===== src/rtl/rf_scoreboard_if.sv =====
// Issue/retire/status bundle between the ID-stage control and the RF write-in-flight scoreboard.
interface rf_scoreboard_if #(
  parameter int NREG = 16,
  parameter int AW   = 4
);
  logic            issue_vld;
  logic            issue_we;
  logic [AW-1:0]   issue_dst;
  logic            src1_vld;
  logic [AW-1:0]   src1_addr;
  logic            src2_vld;
  logic [AW-1:0]   src2_addr;
  logic            wb_we;
  logic [AW-1:0]   wb_dst;
  logic            flush;
  logic            stall;
  logic [NREG-1:0] pending;
  logic [2:0]      inflight;
  logic            err;

  modport master (
    output issue_vld, issue_we, issue_dst,
    output src1_vld, src1_addr, src2_vld, src2_addr,
    output wb_we, wb_dst, flush,
    input  stall, pending, inflight, err
  );

  modport slave (
    input  issue_vld, issue_we, issue_dst,
    input  src1_vld, src1_addr, src2_vld, src2_addr,
    input  wb_we, wb_dst, flush,
    output stall, pending, inflight, err
  );
endinterface


===== src/rtl/rf_scoreboard.sv =====
// Per-register count of RF writes in flight between ID and WB; stalls ID on RAW hazards and full counters.
// Optional macro RF_SCB_WB_BYPASS_EN: RF is write-before-read, so a source whose last write retires now does not stall.
module rf_scoreboard #(
  parameter int NREG    = 16,
  parameter int AW      = 4,
  parameter int MAXPEND = 3,
  parameter int CW      = 2
) (
  input  logic        clk,
  input  logic        rst_n,
  rf_scoreboard_if.slave sb
);

  logic [CW-1:0]   count_q [NREG];
  logic [CW-1:0]   count_d [NREG];
  logic [NREG-1:0] pending_q, pending_d;
  logic [2:0]      inflight_q, inflight_d;
  logic            err_q, err_d;

  logic            src_vld  [2];
  logic [AW-1:0]   src_addr [2];
  logic [1:0]      hazard;
  logic            full;
  logic            stall;
  logic            accept;
  logic            ret;
  logic            wb_live;

  assign src_vld[0]  = sb.src1_vld;
  assign src_vld[1]  = sb.src2_vld;
  assign src_addr[0] = sb.src1_addr;
  assign src_addr[1] = sb.src2_addr;

  genvar gi;
  generate
    for (gi = 0; gi < 2; gi++) begin : g_src
      logic retire;
`ifdef RF_SCB_WB_BYPASS_EN
      assign retire = sb.wb_we & (sb.wb_dst == src_addr[gi]) &
                      (count_q[src_addr[gi]] == CW'(1));
`else
      assign retire = 1'b0;
`endif
      assign hazard[gi] = sb.issue_vld & src_vld[gi] & (src_addr[gi] != '0) &
                          (count_q[src_addr[gi]] != '0) & ~retire;
    end
  endgenerate

  // A full destination is still writable if its oldest write leaves at WB this same cycle.
  assign full = sb.issue_vld & sb.issue_we & (sb.issue_dst != '0) &
                (count_q[sb.issue_dst] == CW'(MAXPEND)) &
                ~(sb.wb_we & (sb.wb_dst == sb.issue_dst));

  assign stall   = hazard[0] | hazard[1] | full;
  assign accept  = sb.issue_vld & sb.issue_we & (sb.issue_dst != '0) & ~stall;
  assign wb_live = sb.wb_we & (sb.wb_dst != '0);
  assign ret     = wb_live & (count_q[sb.wb_dst] != '0);

  assign count_d[0] = '0;
  generate
    for (gi = 1; gi < NREG; gi++) begin : g_cnt
      logic inc, dec;
      assign inc = accept & (sb.issue_dst == AW'(gi));
      assign dec = ret & (sb.wb_dst == AW'(gi));
      always_comb begin
        count_d[gi] = count_q[gi];
        if (sb.flush)
          count_d[gi] = '0;
        else if (inc && !dec)
          count_d[gi] = count_q[gi] + CW'(1);
        else if (dec && !inc)
          count_d[gi] = count_q[gi] - CW'(1);
      end
    end
  endgenerate

  always_comb begin
    logic [7:0] total;
    total     = '0;
    pending_d = '0;
    for (int i = 0; i < NREG; i++) begin
      total        = total + 8'(count_d[i]);
      pending_d[i] = (count_d[i] != '0);
    end
    inflight_d = (total > 8'd7) ? 3'd7 : total[2:0];
  end

  // Retiring a register with nothing in flight means the pipeline and tracker disagree.
  assign err_d = err_q | (~sb.flush & wb_live & (count_q[sb.wb_dst] == '0));

  always_ff @(posedge clk or negedge rst_n) begin
    if (!rst_n) begin
      for (int i = 0; i < NREG; i++) count_q[i] <= '0;
      pending_q  <= '0;
      inflight_q <= '0;
      err_q      <= 1'b0;
    end else begin
      for (int i = 0; i < NREG; i++) count_q[i] <= count_d[i];
      pending_q  <= pending_d;
      inflight_q <= inflight_d;
      err_q      <= err_d;
    end
  end

  assign sb.stall    = stall;
  assign sb.pending  = pending_q;
  assign sb.inflight = inflight_q;
  assign sb.err      = err_q;

endmodule


===== src/flat_wrapper.sv =====
// flat-port wrapper written by rule: the top's interface ports become plain ports
module rf_scoreboard_flat 
#(
  parameter int NREG    = 16,
  parameter int AW      = 4,
  parameter int MAXPEND = 3,
  parameter int CW      = 2
)
  (clk, rst_n, sb_issue_vld, sb_issue_we, sb_issue_dst, sb_src1_vld, sb_src1_addr, sb_src2_vld, sb_src2_addr, sb_wb_we, sb_wb_dst, sb_flush, sb_stall, sb_pending, sb_inflight, sb_err);
  rf_scoreboard_if #(.NREG(NREG), .AW(AW)) sb_i ();
  input  logic clk;
  input  logic rst_n;
  input wire logic [$bits(sb_i.issue_vld)-1:0] sb_issue_vld;
  input wire logic [$bits(sb_i.issue_we)-1:0] sb_issue_we;
  input wire logic [$bits(sb_i.issue_dst)-1:0] sb_issue_dst;
  input wire logic [$bits(sb_i.src1_vld)-1:0] sb_src1_vld;
  input wire logic [$bits(sb_i.src1_addr)-1:0] sb_src1_addr;
  input wire logic [$bits(sb_i.src2_vld)-1:0] sb_src2_vld;
  input wire logic [$bits(sb_i.src2_addr)-1:0] sb_src2_addr;
  input wire logic [$bits(sb_i.wb_we)-1:0] sb_wb_we;
  input wire logic [$bits(sb_i.wb_dst)-1:0] sb_wb_dst;
  input wire logic [$bits(sb_i.flush)-1:0] sb_flush;
  output wire logic [$bits(sb_i.stall)-1:0] sb_stall;
  output wire logic [$bits(sb_i.pending)-1:0] sb_pending;
  output wire logic [$bits(sb_i.inflight)-1:0] sb_inflight;
  output wire logic [$bits(sb_i.err)-1:0] sb_err;
  assign sb_i.issue_vld = sb_issue_vld;
  assign sb_i.issue_we = sb_issue_we;
  assign sb_i.issue_dst = sb_issue_dst;
  assign sb_i.src1_vld = sb_src1_vld;
  assign sb_i.src1_addr = sb_src1_addr;
  assign sb_i.src2_vld = sb_src2_vld;
  assign sb_i.src2_addr = sb_src2_addr;
  assign sb_i.wb_we = sb_wb_we;
  assign sb_i.wb_dst = sb_wb_dst;
  assign sb_i.flush = sb_flush;
  assign sb_stall = sb_i.stall;
  assign sb_pending = sb_i.pending;
  assign sb_inflight = sb_i.inflight;
  assign sb_err = sb_i.err;
  rf_scoreboard #(.NREG(NREG), .AW(AW), .MAXPEND(MAXPEND), .CW(CW)) u_core (.clk(clk), .rst_n(rst_n), .sb(sb_i));
endmodule

===== config.mk =====
export PLATFORM = sky130hd
export DESIGN_NAME = rf_scoreboard_flat
export DESIGN_NICKNAME = d
export VERILOG_FILES = /design/src/rtl/rf_scoreboard_if.sv /design/src/rtl/rf_scoreboard.sv /design/src/flat_wrapper.sv
export SDC_FILE = /design/constraint.sdc
export NUM_CORES = 1
export LEC_CHECK = 0
export CORE_ASPECT_RATIO = 0.5
export CORE_MARGIN = 10
export CORE_UTILIZATION = 33
export CTS_BUF_LIST = sky130_fd_sc_hd__clkbuf_16
export CTS_CLUSTER_DIAMETER = 50
export DETAILED_ROUTE_END_ITERATION = 8
export PLACE_DENSITY = 0.6
export SYNTH_ARGS = -nofsm -noshare
export SYNTH_HDL_FRONTEND = slang
export SYNTH_SLANG_ARGS = --single-unit
export TNS_END_PERCENT = 1

===== constraint.sdc =====
create_clock -name clk -period 7.55 [get_ports clk]
set_clock_uncertainty 0.05 [all_clocks]
set_input_delay 2.265 -clock clk [delete_from_list [all_inputs] [get_ports clk]]
set_output_delay 2.265 -clock clk [all_outputs]
set_load 0.02 [all_outputs]

==> flow_summary_export.csv <==
group,metric,value,unit
die,rows,29,
synthesis,synthSimpleGateAreaFrac,0.234,
sta,maxSlewViolCount,0,
worst_setup_path,cp_slowest_cell,"fa_1",
worst_setup_path,end_kind,"register",
pwr,finalPower,0.691,mW
cells_and_area,syn2layout_area_growth,39.7,%
sta,fin_hold_ws,432,ps
place,gp_congestion,0.960,
routing,drc,0,
place,place_inst,787,
pwr,peakVddDrop,0.000140,V
die,die-width,182,um
synthesis,syn-num-nets,550,
sta,worst_slew_pin_slew,1000,ps
clocking,clk_latency,300,ps
clocking,clk_path_buf_depth,2,
cells_and_area,final_cells,797,
synthesis,yosys.area_share.xor_xnor,0.0676,
worst_setup_path,critPathMaxFanout,8,
global_routing,first_global_vias,4237,
sta,rsz0062_at_grt,"yes",
sta,fin_crit,8160,ps
synthesis,syn_area_per_cell,8.80,um2
synthesis,synth_top_cell_area_share,0.282,
sta,setup_viol,3,
synthesis,yosys_warnings,0,
clocking,cts_made_buffers,5,
clocking,cts_max_level,2,
clocking,cts_root_buf,"clkbuf_16",
global_routing,gr-total-overflow,0,
sta,max_freq,123,MHz
sta,relSlewSlack,0.326,
clocking,clk_pin_slew,70,ps
worst_setup_path,critPathMaxStageDelay,560,ps
die,die_y,101,um
pwr,p_switching,0.195,mW
synthesis,synth_cells,494,
worst_setup_path,crit_top_cell,"fa_1",
clocking,ctsHoldBuffers,0,
die,dieArea,0.0184,mm2
pwr,p_int,0.496,mW
pwr,switching_share,0.282,
pwr,p_per_area,114,mW/mm2
pwr,clkPwrFrac,0.386,
synthesis,ys.flop_type,"dfrtp_1",
routing,wl,15000,um
sta,fin_setup_tns,-1630,ps
routing,vias,4308,
run_status,outcome,"finished, violations left",
worst_setup_path,path_buf_inv,4,
worst_setup_path,critPathLaunch,"sb_issue_dst[1]",
routing,avgRoutedWirePerCell,18.8,um
worst_setup_path,critPathLaunchType,"input port",
worst_setup_path,crit_type,"input port to register",
synthesis,synth_top_family_by_area,"simple AND/OR/NAND/NOR gates",
routing,dr.pass1.iters,5,
global_routing,grt_start_max_net_pins,50,
global_routing,grt_use_total,0.165,
die,ios,45,
synthesis,ys_seq_area_frac,0.282,
worst_hold_path,min_from,"u_core.sb.err$_DFF_PN0_",
place,port-buffer-count,43,
synthesis,synth_fa_ha_area_frac,0.132,
die,initial_core_util,0.341,
routing,final_antenna_net_count,0,
pwr,power.leakage,2.68,nW
run_status,violations,"setup timing",
global_routing,antenna_found_initial,0,
sta,hold_viol_final,0,
synthesis,synthDistinctLibCells,53,
cells_and_area,drive_above_1_share,0.304,
pwr,comb_power_share,0.221,
synthesis,yosysTopAreaCell,"dfrtp_1",
synthesis,ys_ff_latch,49,
cells_and_area,final_nets,682,
worst_hold_path,hold_class,"register to register",
job,maxCapViolCount,0,
clocking,cts_tree,"built",
die,core-area,0.0128,mm2
place,dp.final_hpwl,12000,um
worst_setup_path,crit_family,"adder cells",
synthesis,synth_area_leaders,"dfrtp_1 (28%), fa_1 (11%), mux4_2 (5.2%), nor2_1 (4.3%), xnor2_1 (4.2%)",
worst_setup_path,r2r-start,"u_core.count_q[4]$_DFF_PN0_",
synthesis,netlist_area,0.00435,mm2
sta,period_share,1.08,
synthesis,synth_mux_area_frac,0.0665,
worst_setup_path,crit_required,7680,ps
sta,setup_slack,-606,ps
synthesis,synth_compound_area_frac,0.156,
synthesis,synth_edf_count,0,
worst_setup_path,arrival,8290,ps
routing,drtIter0Drc,426,
global_routing,grt_pass1_wl,24200,um
clocking,cts_sinks,49,
synthesis,synthArstFlopShare,1.00,
routing,viasPerCell,5.41,
pwr,seqPwrFrac,0.393,
==> final cells by class <==
type | count | area, um2
Clock buffer | 5 | 125
Clock inverter | 2 | 38.8
Inverter | 34 | 128
Antenna cell | 1 | 2.50
Fill cell | 1219 | 6700
Tap cell | 170 | 213
Timing Repair Buffer | 155 | 1290
Sequential cell | 49 | 1230
Multi-Input combinational cell | 381 | 3050
==> worst paths after layout <==
check	end	slack, ps	cells past startpoint
setup / recovery	u_core.sb.inflight[1]$_DFF_PN0_	-610	26
hold / removal	u_core.sb.err$_DFF_PN0_	430	1
setup reg to reg	u_core.sb.inflight[1]$_DFF_PN0_	910	22
hold reg to reg	u_core.sb.err$_DFF_PN0_	430	1
max in group asynchronous	u_core.sb.pending[3]$_DFF_PN0_	4960	2
min in group asynchronous	u_core.sb.pending[15]$_DFF_PN0_	2030	2
==> stage by stage <==
step / util / cell area, um2 / setup WS, ps
5_1_grt: 0.476 / 6070 / -776
4_1_cts: 0.470 / 6000 / -876
2_1_floorplan: - / 4450 / -728
3_5_place_dp: 0.452 / 5770 / -1450
3_3_place_gp: 0.452 / 5770 / -1380
6_report: 0.476 / 6080 / -606
==> cell usage after synthesis (3+ instances only) <==
| master | number |
|---|---|
| a211oi_1 | 4 |
| a21oi_1 | 33 |
| a221oi_1 | 7 |
| a31oi_1 | 5 |
| and2_1 | 6 |
| and3_1 | 8 |
| buf_4 | 3 |
| clkbuf_1 | 25 |
| dfrtp_1 | 49 |
| fa_1 | 23 |
| ha_1 | 9 |
| inv_1 | 34 |
| mux2_2 | 3 |
| mux2i_1 | 3 |
| mux4_2 | 10 |
| nand2_1 | 38 |
| nand2b_1 | 4 |
| nand3_1 | 23 |
| nand4_1 | 4 |
| nor2_1 | 50 |
| nor2b_1 | 10 |
| nor3_1 | 27 |
| nor3b_1 | 7 |
| nor4_1 | 4 |
| o211ai_1 | 7 |
| o21ai_0 | 11 |
| o21bai_1 | 6 |
| o311a_1 | 3 |
| o311ai_0 | 3 |
| or2_2 | 16 |
| xnor2_1 | 21 |
| xor2_1 | 10 |
==> cell families after synthesis <==
logic type | count (synthesis)
AO/OA/AOI/OAI | 97
XOR/XNOR | 32
adder cells (fa/ha/maj) | 32
buffers and inverters | 64
flip-flops | 49
multiplexers | 16
other | 1
AND/OR/NAND/NOR | 203
==> power groups by stage <==
stage	Clock [mW]	Sequential, mW	Combinational, mW
6_report	0.267	0.272	0.153
5_1_grt	0.282	0.272	0.166
4_1_cts	0.271	0.271	0.150
3_5_place_dp	0	0.277	0.147
3_3_place_gp	0	0.276	0.146
2_1_floorplan	0	0.279	0.0713
==> sequential cells by signal (all words and copies together), names as in the netlist <==
name and flops:
u_core.sb.inflight 3, u_core.count_q 30, u_core.sb.pending 15, u_core.sb.err 1
==> routing by layer <==
| metal | vias up | GRT usage | part of all wire |
|---|---|---|---|
| met3 | 14 | 0.0374 | 0.096 |
| met5 | - | 0 | 0 |
| met4 | 0 | 0.0336 | 0.014 |
| met1 | 2111 | 0.238 | 0.46 |
| met2 | 177 | 0.246 | 0.43 |
| li1 | 2006 | - | - |
==> what timing repair did <==
action	CTS	global route
hold endpoints to repair	0	0
pin swaps	15	19
gates resized for setup	25	24
buffers inserted	3	0
endpoints found under the setup margin	4	4
==> cells in the final DEF (no fill, tap or decap), types with 5 or more instances in the layout <==
cell type	count
buf_4	108
nor2_1	49
dfrtp_1	49
nand2_1	36
clkdlybuf4s50_1	32
a21oi_1	30
inv_1	29
nor3_1	24
nand3_1	21
fa_1	21
xnor2_1	19
or2_2	13
o21ai_0	10
mux4_2	10
and3_1	8
nor2b_1	8
xor2_1	8
o211ai_1	7
a221oi_1	7
o21bai_1	6
and2_1	6
nor3b_1	6
ha_1	6
inv_2	5
clkbuf_16	5
Power figures use the tool's default switching activity.
